<file path="src/rtl/pll_lock_supervisor.sv">
// pll_lock_supervisor: PLL reset/lock sequencing with retry, lock qualification and system reset release
module pll_lock_supervisor #(
  parameter int PLL_RST_CYCLES     = 16,
  parameter int LOCK_TIMEOUT       = 27000,
  parameter int LOCK_STABLE_CYCLES = 2700,
  parameter int MAX_RETRIES        = 7
) (
  input  logic       clkin,
  input  logic       reset,
  input  logic       pll_lock,
  input  logic       restart,
  output logic       pll_reset,
  output logic       sys_rst,
  output logic       ready,
  output logic       fail,
  output logic [3:0] retry_cnt,
  output logic       unlock_evt
);
  localparam int MAX_A = (PLL_RST_CYCLES > LOCK_TIMEOUT) ? PLL_RST_CYCLES : LOCK_TIMEOUT;
  localparam int MAX_C = (MAX_A > LOCK_STABLE_CYCLES) ? MAX_A : LOCK_STABLE_CYCLES;
  localparam int CW    = (MAX_C > 2) ? $clog2(MAX_C) : 1;
  typedef enum logic [2:0] {PLLRST, WAIT_LOCK, STABLE, RUN, FAILED} state_t;
  state_t        state, state_n;
  logic [CW-1:0] cnt, cnt_n;
  logic [3:0]    retry_n;
  logic [1:0]    sync;
  logic          lock_s, unlock_n;
  assign lock_s = sync[1];
  // two-flop synchroniser for the asynchronous PLL lock
  always_ff @(posedge clkin or posedge reset) begin
    if (reset) sync <= 2'b00;
    else sync <= {sync[0], pll_lock};
  end
  // next state, retry budget and unlock pulse; restart overrides everything
  always_comb begin
    state_n  = state;
    retry_n  = retry_cnt;
    unlock_n = 1'b0;
    if (restart) begin
      state_n = PLLRST;
      retry_n = '0;
    end else begin
      case (state)
        PLLRST:    if (cnt == CW'(PLL_RST_CYCLES - 1)) state_n = WAIT_LOCK;
        WAIT_LOCK: begin
          if (lock_s) state_n = STABLE;
          else if (cnt == CW'(LOCK_TIMEOUT - 1)) begin
            if (retry_cnt == 4'(MAX_RETRIES)) state_n = FAILED;
            else begin
              retry_n = retry_cnt + 4'd1;
              state_n = PLLRST;
            end
          end
        end
        STABLE: begin
          if (!lock_s) state_n = WAIT_LOCK;
          else if (cnt == CW'(LOCK_STABLE_CYCLES - 1)) begin
            state_n = RUN;
            retry_n = '0;
          end
        end
        RUN: begin
          if (!lock_s) begin
            state_n  = PLLRST;
            unlock_n = 1'b1;
          end
        end
        default: ;
      endcase
    end
    cnt_n = (restart || state_n != state) ? '0 : cnt + CW'(1);
  end
  // state, counter and registered outputs decoded from the state being entered
  always_ff @(posedge clkin or posedge reset) begin
    if (reset) begin
      state      <= PLLRST;
      cnt        <= '0;
      retry_cnt  <= '0;
      pll_reset  <= 1'b1;
      sys_rst    <= 1'b1;
      ready      <= 1'b0;
      fail       <= 1'b0;
      unlock_evt <= 1'b0;
    end else begin
      state      <= state_n;
      cnt        <= cnt_n;
      retry_cnt  <= retry_n;
      pll_reset  <= (state_n == PLLRST) || (state_n == FAILED);
      sys_rst    <= state_n != RUN;
      ready      <= state_n == RUN;
      fail       <= state_n == FAILED;
      unlock_evt <= unlock_n;
    end
  end
endmodule

</file>
<file path="config.mk">
export PLATFORM = sky130hd
export DESIGN_NAME = pll_lock_supervisor
export DESIGN_NICKNAME = d
export VERILOG_FILES = /design/src/rtl/pll_lock_supervisor.sv
export SDC_FILE = /design/constraint.sdc
export NUM_CORES = 1
export LEC_CHECK = 0
export BUFFER_PORTS_ARGS = -buffer_cell sky130_fd_sc_hd__buf_2
export CAP_MARGIN = 20
export CORE_AREA = 10 10 66 68
export DETAILED_ROUTE_END_ITERATION = 6
export DIE_AREA = 0 0 76 78
export PLACE_DENSITY = 0.77
export SYNTH_ARGS = -nofsm -noshare
export SYNTH_HDL_FRONTEND = slang
export SYNTH_SLANG_ARGS = --single-unit
</file>
<file path="constraint.sdc">
create_clock -name clkin -period 4.3 [get_ports clkin]
set_input_delay 0.86 -clock clkin [delete_from_list [all_inputs] [get_ports clkin]]
set_output_delay 0.86 -clock clkin [all_outputs]
set_load 0.03 [all_outputs]
</file>
# After elaboration in Yosys (flattened, before gate mapping)
# Cells that the tools add are included.
# Widths: inputs -> output; s select.
# totals
ff_bits	29
out_inout_bits	9
wordCells	53
# op_classes
addsub	2
n_eq_ne	16
mux	20
reduce_logical	6
# ops
operator	n
$mux 3	8
$mux 4	6
$add 15x1->15 const B	1
$eq 15x12->1 const B	1
$eq 15x15->1 const B	1
$eq 15x4->1 const B	1
$mux 15	1
$ne 3x3->1 const B	5
$pmux 3 s4	1
$eq 3x2->1 const B	3
$pmux 4 s2	1
$logic_not 3->1	2
$reduce_and 6->1	1
$add 4x1->4 const B	1
$eq 4x3->1 const B	1
$eq 3x1->1 const B	1
$eq 3x3->1 const B	1
$mux 1	3
$ne 3x2->1 const B	1
$ne 3x3->1	1
$reduce_bool 3->1	1
$logic_or 1x1->1	2

# Depth between registers and ports, before layout
# Gate-level depths: netlist of the first run.
# logic_depth
depth_word	9
depth_mapped	7

# Least setup slack after synthesis of the first run
# OpenSTA, ideal clock, no wires.
# synth_timing
path_kind	input port to flip-flop
startpoint	in restart
endpoint	reg cnt[11]
setup_time_ns	0.117
t_arrival_ns	2.157
slack_ns	2.025
stages	5
path_buffers	1
cell_sequence	or4_1 > or3_4 > a31oi_4 > buf_6 > nor2_2
# synth_between
elab_chain_len	4
# synth_rtl
item	line_no	text
start: declaration	11	input logic restart,
$mux 3	39	if (restart) begin
$ne 3x3->1	71	cnt_n = (restart || state_n != state) ? '0 : cnt + CW'(1);
$logic_or 1x1->1 (*)	71	
$mux 15 (*)	71	
named net cnt_n[11]	24	logic [CW-1:0] cnt, cnt_n;
end signal: assignment	86	cnt <= cnt_n;
end: declaration	24	
# The timed path passes the listed nets; every way through them passes the cells marked *.
# A chain may end at the register's enable or synchronous reset.

# Worst setup path in the final report of the first run
# layout_timing
startpoint	in restart
endpoint	reg cnt[14]
# The elaborated chain is that of the path after synthesis.

==> key figures, run 1 <==
Clocking
  • Clock latency on the worst-skew pair: 340 ps
  • H-tree levels: 2
  • Clock transition at path regs: 80 ps
  • CTS buffer count: 5
  • Root Driver: clkbuf_4
  • Hold_buf cts: 0
  • CTS tree: yes
  • Post_cts resized: 0
  • Clk sinks: 29
  • Setup Buffers After CTS: 0
  • Clk buf depth: 2

Setup path
  • Req. time, crit path: 4500 ps
  • CP Buf/Inv Count: 1
  • CP Launch Point: restart
  • CP arrival: 2570 ps
  • CP max FO: 13
  • Crit Path Class: in2reg
  • Slowest stage delay, CP: 550 ps
  • Nature of the critical path endpoint: register
  • Crit-path slowest cell: or4_1
  • R2r startpoint: cnt[0]
  • Cell breakdown of the critical path: buf_2, or4_1, or3_4, a31oi_4, nor3b_1
  • CP startpoint kind: input port
  • Crit path max-delay family: simple AND/OR/NAND/NOR gates

Die
  • Die H: 78 um
  • Die area: 0.00593 mm2
  • CORE AREA: 0.00318 mm2
  • I/O pin cnt: 13
  • Rows: 21
  • Starting Density: 49.7%
  • Die X-Extent: 76 um

Outcome
  • Status: complete, no violations

Timing
  • Fmax achieved: 422 MHz
  • Tmin final: 2370 ps
  • Pins Over Slew Limit: 0
  • Slew of the pin with the lowest slew margin: 543 ps
  • Fin. Hold Viols: 0
  • TNS Setup: 0 ps
  • Fin crit share: 55.2%
  • Final setup vio count: 0
  • Relative max-transition margin: 63.8%
  • Min Hold Slack: 357 ps
  • Max Clock Skew: 8.56 ps
  • RSZ-0062 raised after global routing: no

Global route
  • Initial antenna violation count: 0
  • First-pass GRT wire length: 5520 um
  • Vias in the first global route: 1220
  • Gr usage total: 11.6%
  • Largest net degree at the start of global routing: 30
  • Remaining Overflow, GRT: 0

Yosys
  • Avg Cell Area, Syn: 9.95 um2
  • Fraction of synthesis flops using an asynchronous set or reset pin: 100%
  • Yosys top cell area share: 42.7%
  • Gate Count Post-Synth: 159
  • Top cells by area, synth: dfrtp_1 43%, xor2_1 6.1%, nor2_2 4.0%
  • Largest area contributor in the netlist: dfrtp_1
  • Seq/Total Area, Yosys: 46.0%
  • Top_reg_cell synth: dfrtp_1
  • Synth unique cells: 43
  • EDFF count, synth: 0
  • Register bit total from synthesis: 29
  • Most frequent cell after synthesis: dfrtp_1
  • Syn Nets: 165
  • Netlist Area Pre-Place: 0.00158 mm2
  • Yosys warning count: 0
  • Post-synth top cells: 27 x dfrtp_1, 14 x nand2_1, 11 x nor2_1, 11 x xor2_1, 10 x nor2_2

Placed design
  • Final HPWL DP: 2340 um
  • PortBufs: 12
  • Placer Congestion: 0.850

Cells and area
  • Storage cell area: 728 um2
  • Area Growth Syn to Fin: 12.0%
  • Multi-input gate area: 798 um2
  • Antenna diodes: 0
  • Ratio of cells with drive above 1 in the final layout: 22.9%
  • Post-layout util: 55.7%
  • Layout fillers: 299
  • NumNets Final: 180

Min path
  • Hold Crit Start: sync[0]
  • Hold Crit Class: reg2reg

Pwr
  • Worst VDD drop: 0.202 mV
  • PD cells: 277 mW/mm2
  • Leak: 0.833 nW

Run
  • Max Cap Viol: 0

Route
  • Via count: 1229
  • DR WL/cell: 14.5 um
  • DRT Pass-1 Iters: 4
  • Routed Wire Length: 3210 um
  • Remaining routing DRC violations: 0
  • Final ANT Viol Nets: 0
  • Initial DRC count: 80
  • Drt via density: 5.56
[worst reg2reg max path, cell delays in order (launching register included)]
cell and delay, ps:
dfrtp_1 400, ha_1 260, and3_1 310, nand4b_1 130, or3_4 410, a31oi_4 500
nor3b_1 120
[state kept, by name, summed over array words and instances, names as in the netlist]
| signal | cells |
|---|---|
| sync | 2 |
| unlock_evt | 1 |
| retry_cnt | 4 |
| state | 3 |
| sys_rst | 1 |
| ready | 1 |
| pll_reset | 1 |
| cnt | 15 |
| fail | 1 |
[cells by family (layout without fill, tap and decap cells)]
kind of cell | Yosys count | in the layout | synth area share [%]
AOI/OAI and AO/OA | 17 | 17 | 9.10
and+or+nand+nor | 84 | 84 | 31.5
xor gates and xnor gates | 15 | 15 | 8.31
DFF | 29 | 29 | 46.0
adders and majority gates | 2 | 2 | 1.58
buffers and inverters | 12 | 28 | 3.48
[through the flow]
| stage | power, mW | cells | cell area [um2] | setup WS (ps) |
|---|---|---|---|---|
| 6_report | 0.492 | 221 | 1770 | 1930 |
| 3_5_place_dp | 0.304 | 212 | 1670 | 1590 |
| 3_3_place_gp | 0.303 | 212 | 1670 | 1660 |
| 4_1_cts | 0.493 | 220 | 1740 | 1940 |
| 2_1_floorplan | 0.298 | 159 | 1580 | 2030 |
| 5_1_grt | 0.517 | 221 | 1770 | 1890 |
[power breakdown]
| part | internal, mW | switching (mW) | total, mW |
|---|---|---|---|
| combinational | 0.00844 | 0.0130 | 0.0214 |
| clock | 0.0946 | 0.0956 | 0.190 |
| sequential | 0.276 | 0.00415 | 0.280 |
| total | 0.379 | 0.113 | 0.492 |
[cells in the final DEF (no fill, tap or decap), drive strengths merged, types with 3 or more instances in the layout]
cell     n
and3     3
nor4     5
buf     14
nand3    7
a21oi    4
xnor2    4
nor3b    4
a21o     3
inv      6
nor2    21
xor2    11
nand4    6
clkbuf   7
nor3     7
dfrtp   27
nand2   14
[final timing paths]
path | to | slack, ps | depth (start not counted)
worst min register to register | sync[1] | 360 | 0
worst max-delay path | cnt[14] | 1930 | 5
worst min-delay path | sync[1] | 360 | 0
max in group asynchronous | pll_reset | 3390 | 3
min in group asynchronous | cnt[2] | 440 | 2
worst max register to register | cnt[14] | 2040 | 6
[per-layer routing]
metal / vias to the layer above / track usage [%] / part of all wire [%]
li1: 595 / - / -
met1: 597 / 12.3 / 42
met2: 29 / 19.0 / 50
met3: 8 / 5.18 / 5.5
met4: 0 / 6.06 / 2.6
met5: - / 0 / 0
[area by class of cell]
cell class / instances / share of cell area (%)
timing repair buffer: 14 / 5.37
clock inverter: 1 / 0.282
clock buffer: 7 / 3.67
tap: 46 / 3.25
multi-input combinational: 118 / 45.1
sequential: 29 / 41.1
inverter: 6 / 1.27
No activity file was read; power rests on OpenSTA's default activity.
==> inputs of run 2 (changes only) <==
==> constraint.sdc (replaced) <==
create_clock -name clkin -period 2.2 [get_ports clkin]
set_input_delay 0.44 -clock clkin [delete_from_list [all_inputs] [get_ports clkin]]
set_output_delay 0.44 -clock clkin [all_outputs]
set_load 0.03 [all_outputs]
==> run 2 against run 1 <==
Sequential power rose by 95%. Clock skew is 1.9 ps higher. Flip-flop and latch count unchanged. Register-to-register slack got worse by 1800 ps. Critical path depth rose by 1. First-iteration DRC count increased by 3.8%. Worst setup slack worse by 1700 ps. Wire length shrank 7.4%. Power grew 77%. Utilization down 0.079 points. Die area stayed put. Sequential share of layout area increased by 0.058 points. Largest power group unchanged. Highest routed layer unchanged.
==> key figures, run 2 (synthesized netlist as in run 1, its figures left out) <==
Outcome
  • Status: complete, no violations (unchanged)

Setup path
  • CP startpoint kind: register (was input port)
  • Crit Path Class: reg2reg (was in2reg)
  • Nature of the critical path endpoint: register (unchanged)
  • CP max FO: 13 (unchanged)
  • CP most frequent cell: or3_4
  • Crit path max-delay family: simple AND/OR/NAND/NOR gates (unchanged)
  • Reg2reg end: cnt[14] (unchanged)
  • CP Launch Point: cnt[9] (was restart)
  • Reg-to-reg slack, setup: 190 ps (was 2040 ps)
  • Req. time, crit path: 2410 ps (was 4500 ps)
  • R2r startpoint: cnt[9] (was cnt[0])
  • Crit-path slowest cell: dfrtp_1 (was or4_1)
  • Cell breakdown of the critical path: or3_4, nand4b_1, or3_4, a31oi_4, buf_12, nor3b_1 (was buf_2, or4_1, or3_4, a31oi_4, nor3b_1)
  • CP Buf/Inv Count: 1 (unchanged)
  • Slowest stage delay, CP: 440 ps (was 550 ps)
  • CP arrival: 2220 ps (was 2570 ps)
  • R2R cell count: 6 (unchanged)

Global route
  • First-pass GRT wire length: 5410 um (was 5520 um)
  • Initial antenna violation count: 0 (unchanged)
  • Largest net degree at the start of global routing: 18 (was 30)
  • Gr usage total: 11.2% (was 11.6%)
  • Vias in the first global route: 1190 (was 1220)
  • Remaining Overflow, GRT: 0 (unchanged)

Route
  • Initial DRC count: 83 (was 80)
  • Final ANT Viol Nets: 0 (unchanged)
  • Via count: 1194 (was 1229)
  • DRT Pass-1 Iters: 4 (unchanged)
  • Routed Wire Length: 2970 um (was 3210 um)
  • Drt via density: 5.35 (was 5.56)
  • Remaining routing DRC violations: 0 (unchanged)
  • DR WL/cell: 13.3 um (was 14.5 um)

Clocking
  • Root Driver: clkbuf_4 (unchanged)
  • Hold_buf cts: 0 (unchanged)
  • Clock transition at path regs: 80 ps (about the same)
  • CTS tree: yes (unchanged)
  • H-tree levels: 2 (unchanged)
  • Clk buf depth: 2 (unchanged)
  • Clk sinks: 29 (unchanged)
  • CTS buffer count: 5 (unchanged)
  • Clock latency on the worst-skew pair: 330 ps (was 340 ps)

Cells and area
  • Ratio of cells with drive above 1 in the final layout: 24.3% (was 22.9%)
  • Most frequent cells in the layout: 27 x dfrtp_1, 14 x nand2_1, 12 x buf_2 (unchanged)
  • NumNets Final: 183 (was 180)
  • Area Growth Syn to Fin: 11.9% (was 12.0%)
  • Layout fillers: 274 (was 299)
  • Top reg by flops: cnt (unchanged)
  • Post-layout util: 55.6% (was 55.7%)
  • Most common cell after layout, fill and taps aside: dfrtp_1 (unchanged)
  • Antenna diodes: 0 (unchanged)
  • Largest register FFs: 15 (unchanged)
  • Largest registers: cnt (15), retry_cnt (4), state (3) (unchanged)

Timing
  • Fin. Hold Viols: 0 (unchanged)
  • TNS Setup: 0 ps (unchanged)
  • Pins Over Slew Limit: 0 (unchanged)
  • Tmin final: 2010 ps
  • Slew of the pin with the lowest slew margin: 457 ps (was 543 ps)
  • Relative max-transition margin: 69.5% (was 63.8%)
  • Final setup vio count: 0 (unchanged)
  • Fin crit share: 91.3%
  • Fmax achieved: 498 MHz
  • Max Clock Skew: 10.4 ps (was 8.56 ps)
  • RSZ-0062 raised after global routing: no (unchanged)

Die
  • Starting Density: 49.7% (unchanged)
  • Die H: 78 um (unchanged)
  • Die X-Extent: 76 um (unchanged)
  • CORE AREA: 0.00318 mm2 (unchanged)
  • Die area: 0.00593 mm2 (unchanged)
  • Rows: 21 (unchanged)
  • I/O pin cnt: 13 (unchanged)

Placed design
  • Placer Congestion: 0.832 (was 0.850)
  • PortBufs: 12 (unchanged)
  • Final HPWL DP: 2280 um (was 2340 um)

Min path
  • Hold Crit Class: in2async (was reg2reg)

Pwr
  • Worst VDD drop: 0.387 mV (was 0.202 mV)
  • PD cells: 491 mW/mm2 (was 277 mW/mm2)
  • Total Power: 868 uW (was 492 uW)
  • Leak: 0.829 nW (was 0.833 nW)

Run
  • Max Cap Viol: 0 (unchanged)
-- run 2: metal layers --
layer | vias up | global-route usage [%] | part of all wire, %
li1 | 599 | - | -
met1 | 565 | 12.6 | 44
met2 | 24 | 17.5 | 47
met3 | 6 | 5.07 | 6.4
met4 | 0 | 6.25 | 2.5
met5 | - | 0 | 0
-- run 2: final cells by class --
| class | count | area, um2 | area share (%) |
|---|---|---|---|
| Multi-Input combinational cell | 118 | 805 | 45.5 |
| Tap cell | 46 | 57.6 | 3.25 |
| Clock inverter | 1 | 5.00 | 0.283 |
| Sequential cell | 29 | 728 | 41.2 |
| Timing Repair Buffer | 17 | 110 | 6.22 |
| Inverter | 6 | 22.5 | 1.27 |
| Clock buffer | 6 | 41.3 | 2.33 |
-- run 2: how the worst max path moves through the flow --
stage	depth (start not counted)	end	slack (ps)
floorplan	6	cnt[11]	260
CTS	7	cnt[14]	160
global route	7	cnt[14]	50
detailed placement	6	cnt[0]	170
global placement	6	cnt[0]	210
finish	6	cnt[14]	190
-- run 2: report_power, final --
group / total, mW / switching [mW] / internal (mW)
Combinational: 0.0393 / 0.0250 / 0.0142
Sequential: 0.547 / 0.00819 / 0.539
Clock: 0.282 / 0.164 / 0.117
-- run 2: metrics by stage --
| stage | cells | instance area [um2] | setup WS (ps) | hold WS, ps |
|---|---|---|---|---|
| CTS | 223 | 1760 | 155 | 99.7 |
| global route | 223 | 1770 | 47.9 | 131 |
| finish | 223 | 1770 | 191 | 108 |
| floorplan | 159 | 1580 | 264 | 331 |
| global placement | 216 | 1720 | 206 | 333 |
| detailed placement | 216 | 1720 | 172 | 346 |
-- run 2: repair_timing --
action                     CTS  global route
setup buffers                0             0
setup endpoints to repair    0             1
resized for setup            0             2
==> inputs of run 3 (changes only) <==
--- a/config.mk
+++ b/config.mk
@@ -5,12 +5,13 @@
 export SDC_FILE = /design/constraint.sdc
 export NUM_CORES = 1
 export LEC_CHECK = 0
+export ABC_AREA = 1
 export BUFFER_PORTS_ARGS = -buffer_cell sky130_fd_sc_hd__buf_2
 export CAP_MARGIN = 20
-export CORE_AREA = 10 10 66 68
+export CORE_AREA = 10 10 68 70
 export DETAILED_ROUTE_END_ITERATION = 6
-export DIE_AREA = 0 0 76 78
-export PLACE_DENSITY = 0.77
+export DIE_AREA = 0 0 78 80
+export PLACE_DENSITY = 0.76
 export SYNTH_ARGS = -nofsm -noshare
 export SYNTH_HDL_FRONTEND = slang
 export SYNTH_SLANG_ARGS = --single-unit
==> run 3 against run 2 <==
Non-clock buffer count shrank 4. Clock skew is essentially flat. Global-route usage shrank 0.41 points. Clock power grew 31%. Utilization grew 0.24 points.
==> key figures, run 3 <==
Timing
  • Pins Over Slew Limit: 0 (unchanged)
  • Fin crit share: 87.0% (was 91.3%)
  • Tmin final: 1910 ps (was 2010 ps)
  • Fmax achieved: 523 MHz (was 498 MHz)
  • Final setup vio count: 0 (unchanged)
  • Max Clock Skew: 9.96 ps (was 10.4 ps)
  • Relative max-transition margin: 74.5% (was 69.5%)
  • Slew of the pin with the lowest slew margin: 383 ps (was 457 ps)
  • Fin. Hold Viols: 0 (unchanged)
  • RSZ-0062 raised after global routing: no (unchanged)
  • TNS Setup: 0 ps (unchanged)
  • Min Hold Slack: 154 ps (was 108 ps)

Yosys
  • Register bit total from synthesis: 29 (unchanged)
  • EDFF count, synth: 0 (unchanged)
  • Largest area contributor in the netlist: dfrtp_1 (unchanged)
  • Yosys warning count: 0 (unchanged)
  • Gate Count Post-Synth: 208 (was 159)
  • Top_reg_cell synth: dfrtp_1 (unchanged)
  • Syn Nets: 214 (was 165)
  • Seq/Total Area, Yosys: 43.6% (was 46.0%)
  • Netlist Area Pre-Place: 0.00167 mm2 (was 0.00158 mm2)
  • Avg Cell Area, Syn: 8.03 um2 (was 9.95 um2)
  • Yosys top cell area share: 40.4% (was 42.7%)
  • Fraction of synthesis flops using an asynchronous set or reset pin: 100% (unchanged)
  • Top cells by area, synth: dfrtp_1 40%, nand2_1 9.2%, nor2_1 8.3% (was dfrtp_1 43%, xor2_1 6.1%, nor2_2 4.0%)
  • Most frequent cell after synthesis: nand2_1 (was dfrtp_1)
  • Post-synth top cells: 41 x nand2_1, 37 x nor2_1, 28 x inv_1, 27 x dfrtp_1, 14 x nand3_1 (was 27 x dfrtp_1, 14 x nand2_1, 11 x nor2_1, 11 x xor2_1, 10 x nor2_2)
  • Synth unique cells: 26 (was 43)

Placed design
  • Placer Congestion: 0.877 (was 0.832)
  • PortBufs: 12 (unchanged)
  • Final HPWL DP: 2250 um (was 2280 um)

Route
  • Remaining routing DRC violations: 0 (unchanged)
  • Final ANT Viol Nets: 0 (unchanged)
  • Initial DRC count: 52 (was 83)
  • DR WL/cell: 10.8 um (was 13.3 um)
  • Drt via density: 4.88 (was 5.35)
  • Via count: 1326 (was 1194)
  • DRT Pass-1 Iters: 4 (unchanged)
  • Routed Wire Length: 2950 um (was 2970 um)

Global route
  • GR Util met2: 16.8% (was 17.5%)
  • Top Usage Layer GRT: met2 (unchanged)
  • Initial antenna violation count: 0 (unchanged)
  • Vias in the first global route: 1258 (was 1190)
  • Routing usage on met1: 12.6% (about the same)
  • Largest net degree at the start of global routing: 30 (was 18)
  • Gr usage total: 10.8% (was 11.2%)
  • Global Route met3 Usage: 3.83% (was 5.07%)
  • Remaining Overflow, GRT: 0 (unchanged)
  • First-pass GRT wire length: 5490 um (was 5410 um)

Cells and area
  • Most frequent cells in the layout: 41 x nand2_1, 37 x nor2_1, 28 x inv_1 (was 27 x dfrtp_1, 14 x nand2_1, 12 x buf_2)
  • Most common cell after layout, fill and taps aside: nand2_1 (was dfrtp_1)
  • Top reg by flops: cnt (unchanged)
  • Ratio of cells with drive above 1 in the final layout: 21.7% (was 24.3%)
  • Largest registers: cnt (15), retry_cnt (4), state (3) (unchanged)
  • Post-layout util: 55.9% (was 55.6%)
  • NumNets Final: 231 (was 183)
  • Area Growth Syn to Fin: 9.89% (was 11.9%)
  • Largest register FFs: 15 (unchanged)
  • Antenna diodes: 0 (unchanged)

Setup path
  • CP startpoint kind: register (unchanged)
  • CP max FO: 15 (was 13)
  • CP arrival: 2160 ps (was 2220 ps)
  • Nature of the critical path endpoint: register (unchanged)
  • Crit-path slowest cell: dfrtp_1 (unchanged)
  • Reg-to-reg slack, setup: 290 ps (was 190 ps)
  • CP most frequent cell: nand2_2 (was or3_4)
  • Cell breakdown of the critical path: ha_1, nand2_2, nor2_4, nand3_1, nor2_1, a21oi_1, nand2_2, nand2_2, nand2_1, nand3_4, nor2_1 (was or3_4, nand4b_1, or3_4, a31oi_4, buf_12, nor3b_1)
  • CP Buf/Inv Count: 0 (was 1)
  • Crit Path Class: reg2reg (unchanged)
  • Slowest stage delay, CP: 380 ps (was 440 ps)
  • Req. time, crit path: 2440 ps (was 2410 ps)
  • Crit path max-delay family: simple AND/OR/NAND/NOR gates (unchanged)

Pwr
  • PD cells: 523 mW/mm2 (was 491 mW/mm2)
  • Leak: 0.876 nW (was 0.829 nW)
  • Worst VDD drop: 0.373 mV (was 0.387 mV)

Run
  • Max Cap Viol: 0 (unchanged)

Min path
  • Hold Crit Class: in2async (unchanged)

Die
  • Die H: 80 um (was 78 um)
  • CORE AREA: 0.00328 mm2 (was 0.00318 mm2)
  • Die X-Extent: 78 um (was 76 um)
  • Die area: 0.00624 mm2 (was 0.00593 mm2)
  • Rows: 21 (unchanged)
  • I/O pin cnt: 13 (unchanged)
  • Starting Density: 50.9% (was 49.7%)

Clocking
  • Clk sinks: 29 (unchanged)
  • Post_cts resized: 0 (unchanged)
  • Hold_buf cts: 0 (unchanged)
  • Clock transition at path regs: 100 ps (was 80 ps)
  • Clock latency on the worst-skew pair: 330 ps (about the same)
  • Setup Buffers After CTS: 0 (unchanged)
  • Root Driver: clkbuf_4 (unchanged)
  • CTS buffer count: 5 (unchanged)
  • CTS tree: yes (unchanged)
  • Clk buf depth: 2 (unchanged)
  • H-tree levels: 2 (unchanged)

Outcome
  • Status: complete, no violations (unchanged)
[run 3: cells by family (layout without fill, tap and decap cells)]
| kind of cell | Yosys count | in the layout | share of synthesized area [%] |
|---|---|---|---|
| AOI/OAI and AO/OA | 11 | 11 | 3.60 |
| xor gates and xnor gates | 8 | 8 | 4.19 |
| adders and majority gates | 2 | 2 | 1.50 |
| buffers and inverters | 34 | 52 | 8.76 |
| DFF | 29 | 29 | 43.6 |
| and+or+nand+nor | 124 | 124 | 38.4 |
[run 3: worst paths after layout]
path / start / end / cells past startpoint
setup / recovery: cnt[0] / cnt[1] / 11
hold / removal: reset / state[2] / 3
setup reg to reg: cnt[0] / cnt[1] / 11
hold reg to reg: sync[0] / sync[1] / 0
max in group asynchronous: reset / sys_rst / 3
min in group clkin: pll_lock / sync[0] / 1
[run 3: cell type report]
cell class / instances / area (um2)
Sequential cell: 29 / 728
Clock buffer: 7 / 65.1
Fill cell: 312 / 1450
Tap cell: 46 / 57.6
Multi-Input combinational cell: 145 / 796
Timing Repair Buffer: 13 / 67.6
Inverter: 31 / 116
Clock inverter: 1 / 5.00
[run 3: metal layers]
layer,wire length [um],share of wire (%)
met5,0,0
met4,74,2.5
met3,91,3.1
met2,1390,47
met1,1390,47
[run 3: report_power, final]
group	switching, mW	internal, mW
combinational	0.0330	0.0129
clock	0.184	0.185
sequential	0.00638	0.539
[run 3: stage by stage]
stage	instances	power (mW)	setup WS [ps]	instance area [um2]
2_1_floorplan	208	0.594	511	1670
6_report	272	0.961	286	1840
4_1_cts	272	0.978	255	1840
3_3_place_gp	264	0.602	319	1770
5_1_grt	272	1.02	99.8	1840
3_5_place_dp	264	0.603	273	1770
[run 3: worst register-to-register path, delay by kind of cell (launching register included)]
kind / cells / cell delay, ps
fa+ha+maj: 1 / 240
compound gates: 1 / 50
flops: 1 / 380
simple gates: 9 / 1140
